$ cat src/rtl/level_sequencer.sv
// Level sequencer: owns the current level index and its base address in the
// shared level memory. Level-complete / death events are latched and acted on
// at the next frame boundary. Each level (re)load streams the tile-word
// addresses to the memory arbiter over a req/ack handshake.
//
// Handshake: load_req is high for the whole LOAD state and load_addr is stable
// while load_req=1 && load_ack=0. A word counts as transferred on a clock edge
// where load_req=1 && load_ack=1. load_ack while load_req=0 is ignored.
module level_sequencer #(
    parameter int LEVEL_WORDS = 75,
    parameter int NUM_LEVELS  = 8,
    parameter int ADDR_W      = 11
) (
    input  logic              Clk,
    input  logic              RESET,
    input  logic              new_level,
    input  logic              death,
    input  logic              frame_start,
    input  logic              load_ack,
    output logic              load_req,
    output logic [ADDR_W-1:0] load_addr,
    output logic              load_done,
    output logic [ADDR_W-1:0] level_base,
    output logic [6:0]        level_num,
    output logic [7:0]        level_bcd,
    output logic              game_won,
    output logic [2:0]        state_dbg
);

    localparam int IDX_W = $clog2(LEVEL_WORDS + 1);
    localparam logic [IDX_W-1:0] LAST_IDX = IDX_W'(LEVEL_WORDS - 1);

    typedef enum logic [2:0] {
        INIT = 3'd0,
        LOAD = 3'd1,
        PLAY = 3'd2,
        PEND = 3'd3,
        WON  = 3'd4
    } state_t;

    state_t            state_q, state_d;
    logic [6:0]        level_num_q, level_num_d;
    logic [ADDR_W-1:0] level_base_q, level_base_d;
    logic [IDX_W-1:0]  idx_q, idx_d;
    logic              pend_adv_q, pend_adv_d;
    logic              pend_rst_q, pend_rst_d;
    logic              new_level_prev_q, new_level_prev_d;
    logic              death_prev_q, death_prev_d;
    logic              load_done_q, load_done_d;
    logic              game_won_q, game_won_d;

    logic adv_edge;
    logic rst_edge;

    // Edge detection: the previous-value registers always track the inputs,
    // so a request held high across a transition never re-triggers.
    assign adv_edge         = new_level & ~new_level_prev_q;
    assign rst_edge         = death & ~death_prev_q;
    assign new_level_prev_d = new_level;
    assign death_prev_d     = death;

    // Next-state and register-update logic for the sequencer FSM
    always_comb begin
        state_d      = state_q;
        level_num_d  = level_num_q;
        level_base_d = level_base_q;
        idx_d        = idx_q;
        pend_adv_d   = pend_adv_q;
        pend_rst_d   = pend_rst_q;
        load_done_d  = 1'b0;
        game_won_d   = game_won_q;
        case (state_q)
            INIT: begin
                idx_d   = '0;
                state_d = LOAD;
            end
            LOAD: begin
                if (load_ack) begin
                    if (idx_q == LAST_IDX) begin
                        idx_d       = '0;
                        load_done_d = 1'b1;
                        state_d     = PLAY;
                    end else begin
                        idx_d = idx_q + 1'b1;
                    end
                end
            end
            PLAY: begin
                // Advance wins over a simultaneous death edge.
                if (adv_edge) begin
                    pend_adv_d = 1'b1;
                    pend_rst_d = 1'b0;
                    state_d    = PEND;
                end else if (rst_edge) begin
                    pend_rst_d = 1'b1;
                    state_d    = PEND;
                end
            end
            PEND: begin
                // Merge later edges; a pending advance absorbs any death.
                if (adv_edge) begin
                    pend_adv_d = 1'b1;
                    pend_rst_d = 1'b0;
                end else if (rst_edge && !pend_adv_q) begin
                    pend_rst_d = 1'b1;
                end
                if (frame_start) begin
                    if (pend_adv_d) begin
                        if (level_num_q == 7'(NUM_LEVELS)) begin
                            game_won_d = 1'b1;
                            state_d    = WON;
                        end else begin
                            level_num_d  = level_num_q + 7'd1;
                            level_base_d = level_base_q + ADDR_W'(LEVEL_WORDS);
                            idx_d        = '0;
                            state_d      = LOAD;
                        end
                    end else begin
                        idx_d   = '0;
                        state_d = LOAD;
                    end
                    pend_adv_d = 1'b0;
                    pend_rst_d = 1'b0;
                end
            end
            WON: begin
                game_won_d = 1'b1;
            end
            default: begin
                state_d = INIT;
            end
        endcase
    end

    // State and datapath registers with synchronous reset
    always_ff @(posedge Clk) begin
        if (RESET) begin
            state_q          <= INIT;
            level_num_q      <= 7'd1;
            level_base_q     <= '0;
            idx_q            <= '0;
            pend_adv_q       <= 1'b0;
            pend_rst_q       <= 1'b0;
            new_level_prev_q <= 1'b0;
            death_prev_q     <= 1'b0;
            load_done_q      <= 1'b0;
            game_won_q       <= 1'b0;
        end else begin
            state_q          <= state_d;
            level_num_q      <= level_num_d;
            level_base_q     <= level_base_d;
            idx_q            <= idx_d;
            pend_adv_q       <= pend_adv_d;
            pend_rst_q       <= pend_rst_d;
            new_level_prev_q <= new_level_prev_d;
            death_prev_q     <= death_prev_d;
            load_done_q      <= load_done_d;
            game_won_q       <= game_won_d;
        end
    end

    // Binary-to-BCD of level_num by repeated subtraction of ten (1..99)
    logic [6:0] ones_v;
    logic [3:0] tens_v;
    always_comb begin
        ones_v = level_num_q;
        tens_v = 4'd0;
        for (int i = 0; i < 9; i++) begin
            if (ones_v >= 7'd10) begin
                ones_v = ones_v - 7'd10;
                tens_v = tens_v + 4'd1;
            end
        end
        level_bcd = {tens_v, ones_v[3:0]};
    end

    assign load_req   = (state_q == LOAD);
    assign load_addr  = level_base_q + ADDR_W'(idx_q);
    assign load_done  = load_done_q;
    assign level_base = level_base_q;
    assign level_num  = level_num_q;
    assign game_won   = game_won_q;
    assign state_dbg  = state_q;

endmodule

$ cat config.mk
export PLATFORM = sky130hd
export DESIGN_NAME = level_sequencer
export DESIGN_NICKNAME = d
export VERILOG_FILES = /design/src/rtl/level_sequencer.sv
export SDC_FILE = /design/constraint.sdc
export NUM_CORES = 1
export LEC_CHECK = 0
export CORE_MARGIN = 4
export CORE_UTILIZATION = 52
export CTS_CLUSTER_SIZE = 28
export DETAILED_ROUTE_END_ITERATION = 8
export PLACE_DENSITY = 0.78
export SLEW_MARGIN = 20
export SYNTH_ARGS = -nofsm -noshare
export SYNTH_HDL_FRONTEND = slang
export SYNTH_SLANG_ARGS = --single-unit
export TNS_END_PERCENT = 10
$ cat constraint.sdc
create_clock -name Clk -period 7.95 [get_ports Clk]
set_input_delay 0.795 -clock Clk [delete_from_list [all_inputs] [get_ports Clk]]
set_output_delay 0.795 -clock Clk [all_outputs]
set_load 0.005 [all_outputs]
# After elaboration in Yosys (flattened, before gate mapping)
# Index checks and enable logic that the tools add are counted.
# word_totals
ff_bits,33
input_bits,6
out_inout_bits,43
word_cells,110
# classes
n_addsub,21
order_cmp,9
n_eq_ne,13
n_mux,41
bitwise,8
n_reduce_logical,9
# ops
cell,count
2-to-1 mux 7 bit,13
greater-or-equal comparator 7 x 4 -> 1 bit (second input constant),9
subtractor 7 x 4 -> 7 bit (second input constant),8
2-to-1 mux 4 bit,9
adder 4 x 1 -> 4 bit (second input constant),8
2-to-1 mux 3 bit,7
case mux 7 bit (3 select lines),1
case mux 3 bit (5 select lines),1
adder 7 x 1 -> 7 bit (second input constant),2
AND reduction 4 bit,3
adder 11 x 7 -> 11 bit,1
adder 11 x 7 -> 11 bit (second input constant),1
2-to-1 mux 1 bit,8
!= test 2 bit (second input constant),4
== test 7 x 4 -> 1 bit (second input constant),1
== test 7 bit (second input constant),1
== test 3 x 2 -> 1 bit (second input constant),2
!= test 3 bit (second input constant),2
inverter 1 bit,6
AND reduction 5 bit,1
case mux 1 bit (2 select lines),2
nonzero test 2 bit,2
subtractor 4 bit (second input constant),1
== test 3 x 1 -> 1 bit (second input constant),1
other kinds (6),7

# Longest topological paths before layout
# depth
depth_word,18
ltp_mapped,32
ltp_nobuf,29

# Worst setup path before layout
# No wires, ideal clock.
# synth_path
path_type,reg-to-output
startpoint,reg level_num_q[1] (netlist: level_num[1])
endpoint,out level_bcd[5]
t_arrival_ns,7.299
required_ns,7.155
path_slack_ns,-0.144
path_stages_with_launch,32
n_path_buf,4
cell_sequence,dfxtp_1 clkbuf_1 inv_1 ha_1 clkbuf_1 nand2b_1 o31ai_1 and4_1 clkbuf_1 o311ai_2 buf_6 mux2i_4 mux2i_1 mux2_4 o211a_4 nor4_4 nand2_1 xnor2_4 ha_1 nor2b_1 a211oi_4 xnor2_1 ha_1 nor2b_1 a41oi_1 o211ai_1 nor3_4 mux2_2 ha_1 nand2_1 o22ai_4 mux2_4
# synth_via
elab_chain_cells,18
# synth_rtl
item,line,source
from (decl),42,"logic [6:0] level_num_q, level_num_d;"
from (signal assigned),150,level_num_q <= level_num_d;
subtractor 7 x 4 -> 7 bit / greater-or-equal comparator 7 x 4 -> 1 bit (equally long branches),"170, 169",
2-to-1 mux 7 bit / 2-to-1 mux 1 bit (equally long branches),169,if (ones_v >= 7'd10) begin
"subtractor 7 x 4 -> 7 bit, or another cell as far along",170,ones_v = ones_v - 7'd10;
2-to-1 mux 7 bit / 2-to-1 mux 4 bit (equally long branches),169,
"subtractor 7 x 4 -> 7 bit, or another cell as far along",170,
2-to-1 mux 7 bit / 2-to-1 mux 4 bit (equally long branches),169,
"subtractor 7 x 4 -> 7 bit, or another cell as far along",170,
2-to-1 mux 7 bit / 2-to-1 mux 4 bit (equally long branches),169,
(+2 left out),-,
"subtractor 7 x 4 -> 7 bit, or another cell as far along",170,
2-to-1 mux 7 bit / 2-to-1 mux 4 bit (equally long branches),169,
"subtractor 7 x 4 -> 7 bit, or another cell as far along",170,
2-to-1 mux 7 bit / 2-to-1 mux 4 bit (equally long branches),169,
"subtractor 7 x 4 -> 7 bit, or another cell as far along",170,
2-to-1 mux 7 bit / 2-to-1 mux 4 bit (equally long branches),169,
greater-or-equal comparator 7 x 4 -> 1 bit / adder 4 x 1 -> 4 bit (equally long branches),"169, 171",
2-to-1 mux 4 bit (*),169,
to (decl),25,"output logic [7:0] level_bcd,"
# Every way passes the cells marked *; elsewhere a longest branch is shown, timed or not.

# Final worst setup path
# layout_path
startpoint,reg level_num_q[6] (netlist: level_num[6])
endpoint,out level_bcd[4]
# Same word-level chain as after synthesis.

==> impl_metrics.tcl <==
set metrics [dict create \
    core_area_um2 7770 \
    hold_depth 2 \
    yosys.area.top_type "dfxtp_1" \
    grt_setup_unrepaired "yes" \
    arrival_ns 7.09 \
    synth_cell_types 85 \
    hpwl_um 8640 \
    ys_ff_latch 33 \
    min_from "game_won" \
    ys_top_cells_by_area "dfxtp_1 16%, xnor2_1 7.9%, ha_1 7.8%" \
    vias 4357 \
    leakagePower_nw 2.27 \
    fin_crit_ns 7.88 \
    synth_top_family_by_area "compound AO/OA/AOI/OAI gates" \
    irDropWorstVdd_mv 0.0971 \
    cts.sinks 33 \
    syn2layout_area_growth_pct 30.1 \
    report.final.slew_viol_count 0 \
    clk_pin_slew_ns 0.07 \
    start_kind "register" \
    ant_nets 0 \
    hold_path.class "register to register" \
    synth_top_cell_area_share 0.157 \
    synth_area_um2 4200 \
    place_congestion 0.979 \
    fin_crit_sh 0.991 \
    critPathCaptureType "output pin" \
    hold_violations 0 \
    setup_violations 0 \
    dpl.cell_count 710 \
    yosysSeqAreaShare 0.157 \
    antenna_found_initial 0 \
    required_ns 7.15 \
    nFillCells 617 \
    drt-total-wl_um 11900 \
    portBuffers 48 \
    synthXorXnorAreaFrac 0.131 \
    hold-worst-slack_ns 0.479 \
    finish.utilization 0.703 \
    reg2reg_slack_ns 5.36 \
    worstSkewPairLatency_ns 0.29 \
    grt_pass1_vias 4109 \
    synth_cells 542 \
    cts.path.max_buffers 2 \
    synth_mux_area_frac 0.0629 \
    die_w_um 97.8 \
    final_layout_size_suffix_gt1_frac 0.218 \
    die_h_um 97.8 \
    tightest_slew_ns 0.952 \
    first_pass_iters 4 \
    drt_iter0_drc 239 \
    grt_first_pass_wirelength_um 19100 \
    async_flop_share 0 \
    overflow 0 \
    yosys.area_share.adder 0.0823 \
    pre_cts_ws_ns -0.145 \
    diodes 0 \
    rr_endpoint "idx_q[5]" \
    powerDensity_nw_per_um2 56.3 \
    start_util 0.540 \
    grt_max_degree 27 \
    timing_worst_setup_path_type "register to output pin" \
    maxCapViolCount 0 \
    maxSlewHeadroom 0.364 \
    nNetsFinal 665 \
    fmax_mhz 127 \
    io_pins 49 \
    hold_path_end "game_won" \
    fin_ws_ns 0.0697 \
    cts_tree "done" \
    synth_ff_type "dfxtp_1" \
    ys_warn_count 0 \
    viasPerCell 5.93 \
    htree_levels 2 \
    fin_area_um2 5460 \
    reg2reg_depth 12 \
    synthSimpleGateAreaFrac 0.256 \
    post_dp_cell_area_um2 4990 \
    drc 0 \
    path_max_fanout 7 \
    fp-row-count 32 \
    reg2reg_from "level_num[0]" \
    syn-num-nets 575 \
    wl_per_cell_um 16.1 \
    cts_buffers 5 \
    stdcell_count 735 \
    design.die.area_um2 9570 \
    synth-compound-area-share 0.263 \
    synth_edf_count 0 \
    clock_skew_ns 0.00655 \
    grt.total_usage 0.230 \
    root_buffer "clkbuf_8" \
    status "finished clean" \
    avgSynthCellArea_um2 7.74 \
]
## worst max path at each step
stage                            start  cells past startpoint            to
after floorplan           level_num[2]                     31  level_bcd[5]
after global placement    level_num[1]                     28  level_bcd[5]
after detailed placement  level_num[1]                     29  level_bcd[5]
after CTS                 level_num[6]                     28  level_bcd[5]
after global routing      level_num[2]                     29  level_bcd[4]
final                     level_num[6]                     26  level_bcd[4]
## synth_stat cells (all sizes together) (6+ instances only)
cell / n
nor4: 6
a21oi: 29
ha: 26
buf: 8
nand2b: 8
nor2b: 16
o21ai: 30
nor2: 53
o21a: 6
xor2: 18
nand2: 51
a21o: 6
mux2i: 13
nor3: 9
nand3: 20
inv: 25
and2: 8
o31ai: 6
a31oi: 8
dfxtp: 33
clkbuf: 12
nand4: 11
o211ai: 9
or3: 7
xnor2: 41
mux2: 9
## state kept, by name (all words and copies together) (netlist names)
register and flops:
level_num 7, pend_adv_q 1, death_prev_q 1, load_done 1, state_dbg 3, game_won 1
level_base 11, new_level_prev_q 1, idx_q 7
## placed cells by master (no fill, tap or decap), types with 7 or more instances in the layout
cell type,n
a21oi_1,27
a31oi_1,7
buf_4,53
clkdlybuf4s50_1,42
dfxtp_1,31
ha_1,22
inv_1,23
mux2i_1,9
nand2_1,47
nand2b_1,8
nand3_1,19
nand4_1,11
nor2_1,51
nor2b_1,13
nor3_1,8
o211ai_1,9
o21ai_0,22
xnor2_1,34
xor2_1,17
## layer usage
layer  global-route usage  vias to the layer above  routed length [um]
li1                     -                     2156                   -
met5                    0                        -                   0
met3               0.0386                       32                 528
met1                0.314                     2022                5350
met4               0.0660                        0                 273
met2                0.375                      147                5700
## critical path: stages, from the launching register on
cell	delay [ns]
dfxtp_4	0.37
or4_1	0.58
o31a_1	0.23
a32oi_4	0.31
o311ai_4	0.19
mux2i_4	0.24
mux2i_2	0.31
mux2_4	0.35
o211a_4	0.28
nor4_4	0.31
nand2_2	0.20
mux2i_4	0.24
ha_2	0.20
nor2b_2	0.17
a211oi_4	0.32
xnor2_2	0.13
ha_1	0.19
nor2b_2	0.18
a41oi_2	0.13
o211ai_1	0.18
nor3_4	0.31
mux2_4	0.35
ha_4	0.17
nand2_2	0.08
o22ai_4	0.10
xnor2_1	0.15
clkdlybuf4s50_1	0.52
## power by group
part	internal [mW]	switching (mW)	total [mW]
clock network	0.0606	0.0621	0.123
registers	0.167	0.00215	0.169
logic	0.00789	0.00772	0.0156
## per-stage QoR
step           setup TNS (ns)  power (mW)
2_1_floorplan               0       0.181
3_3_place_gp                0       0.188
3_5_place_dp           -0.561       0.188
4_1_cts                -0.298       0.309
5_1_grt                -0.571       0.320
6_report                    0       0.307
## repair_timing
action | 4_1_cts | 5_1_grt
resized for setup | 16 | 42
hold buffers | 0 | 0
cloned | 0 | 0
setup endpoints to repair | 7 | 7
buffers inserted | 5 | 12
pin swaps | 4 | 20
## logic make-up after synthesis
| kind of cell | Yosys count |
|---|---|
| XOR/XNOR | 59 |
| flip-flops | 33 |
| buffers and inverters | 45 |
| AND/OR/NAND/NOR | 208 |
| adder cells (fa/ha/maj) | 27 |
| AO/OA/AOI/OAI | 148 |
| multiplexers | 22 |
## area by class of cell
type / count / area (um^2) / area share
flip-flops and latches: 33 / 666 / 0.122
inverters: 25 / 93.8 / 0.0172
clock buffers: 6 / 72.6 / 0.0133
repair buffers: 103 / 916 / 0.168
well taps: 102 / 128 / 0.0234
multi-input cells: 464 / 3570 / 0.655
clock inverters: 2 / 10.0 / 0.00183
Note: power is estimated with default switching activity, not from simulation.
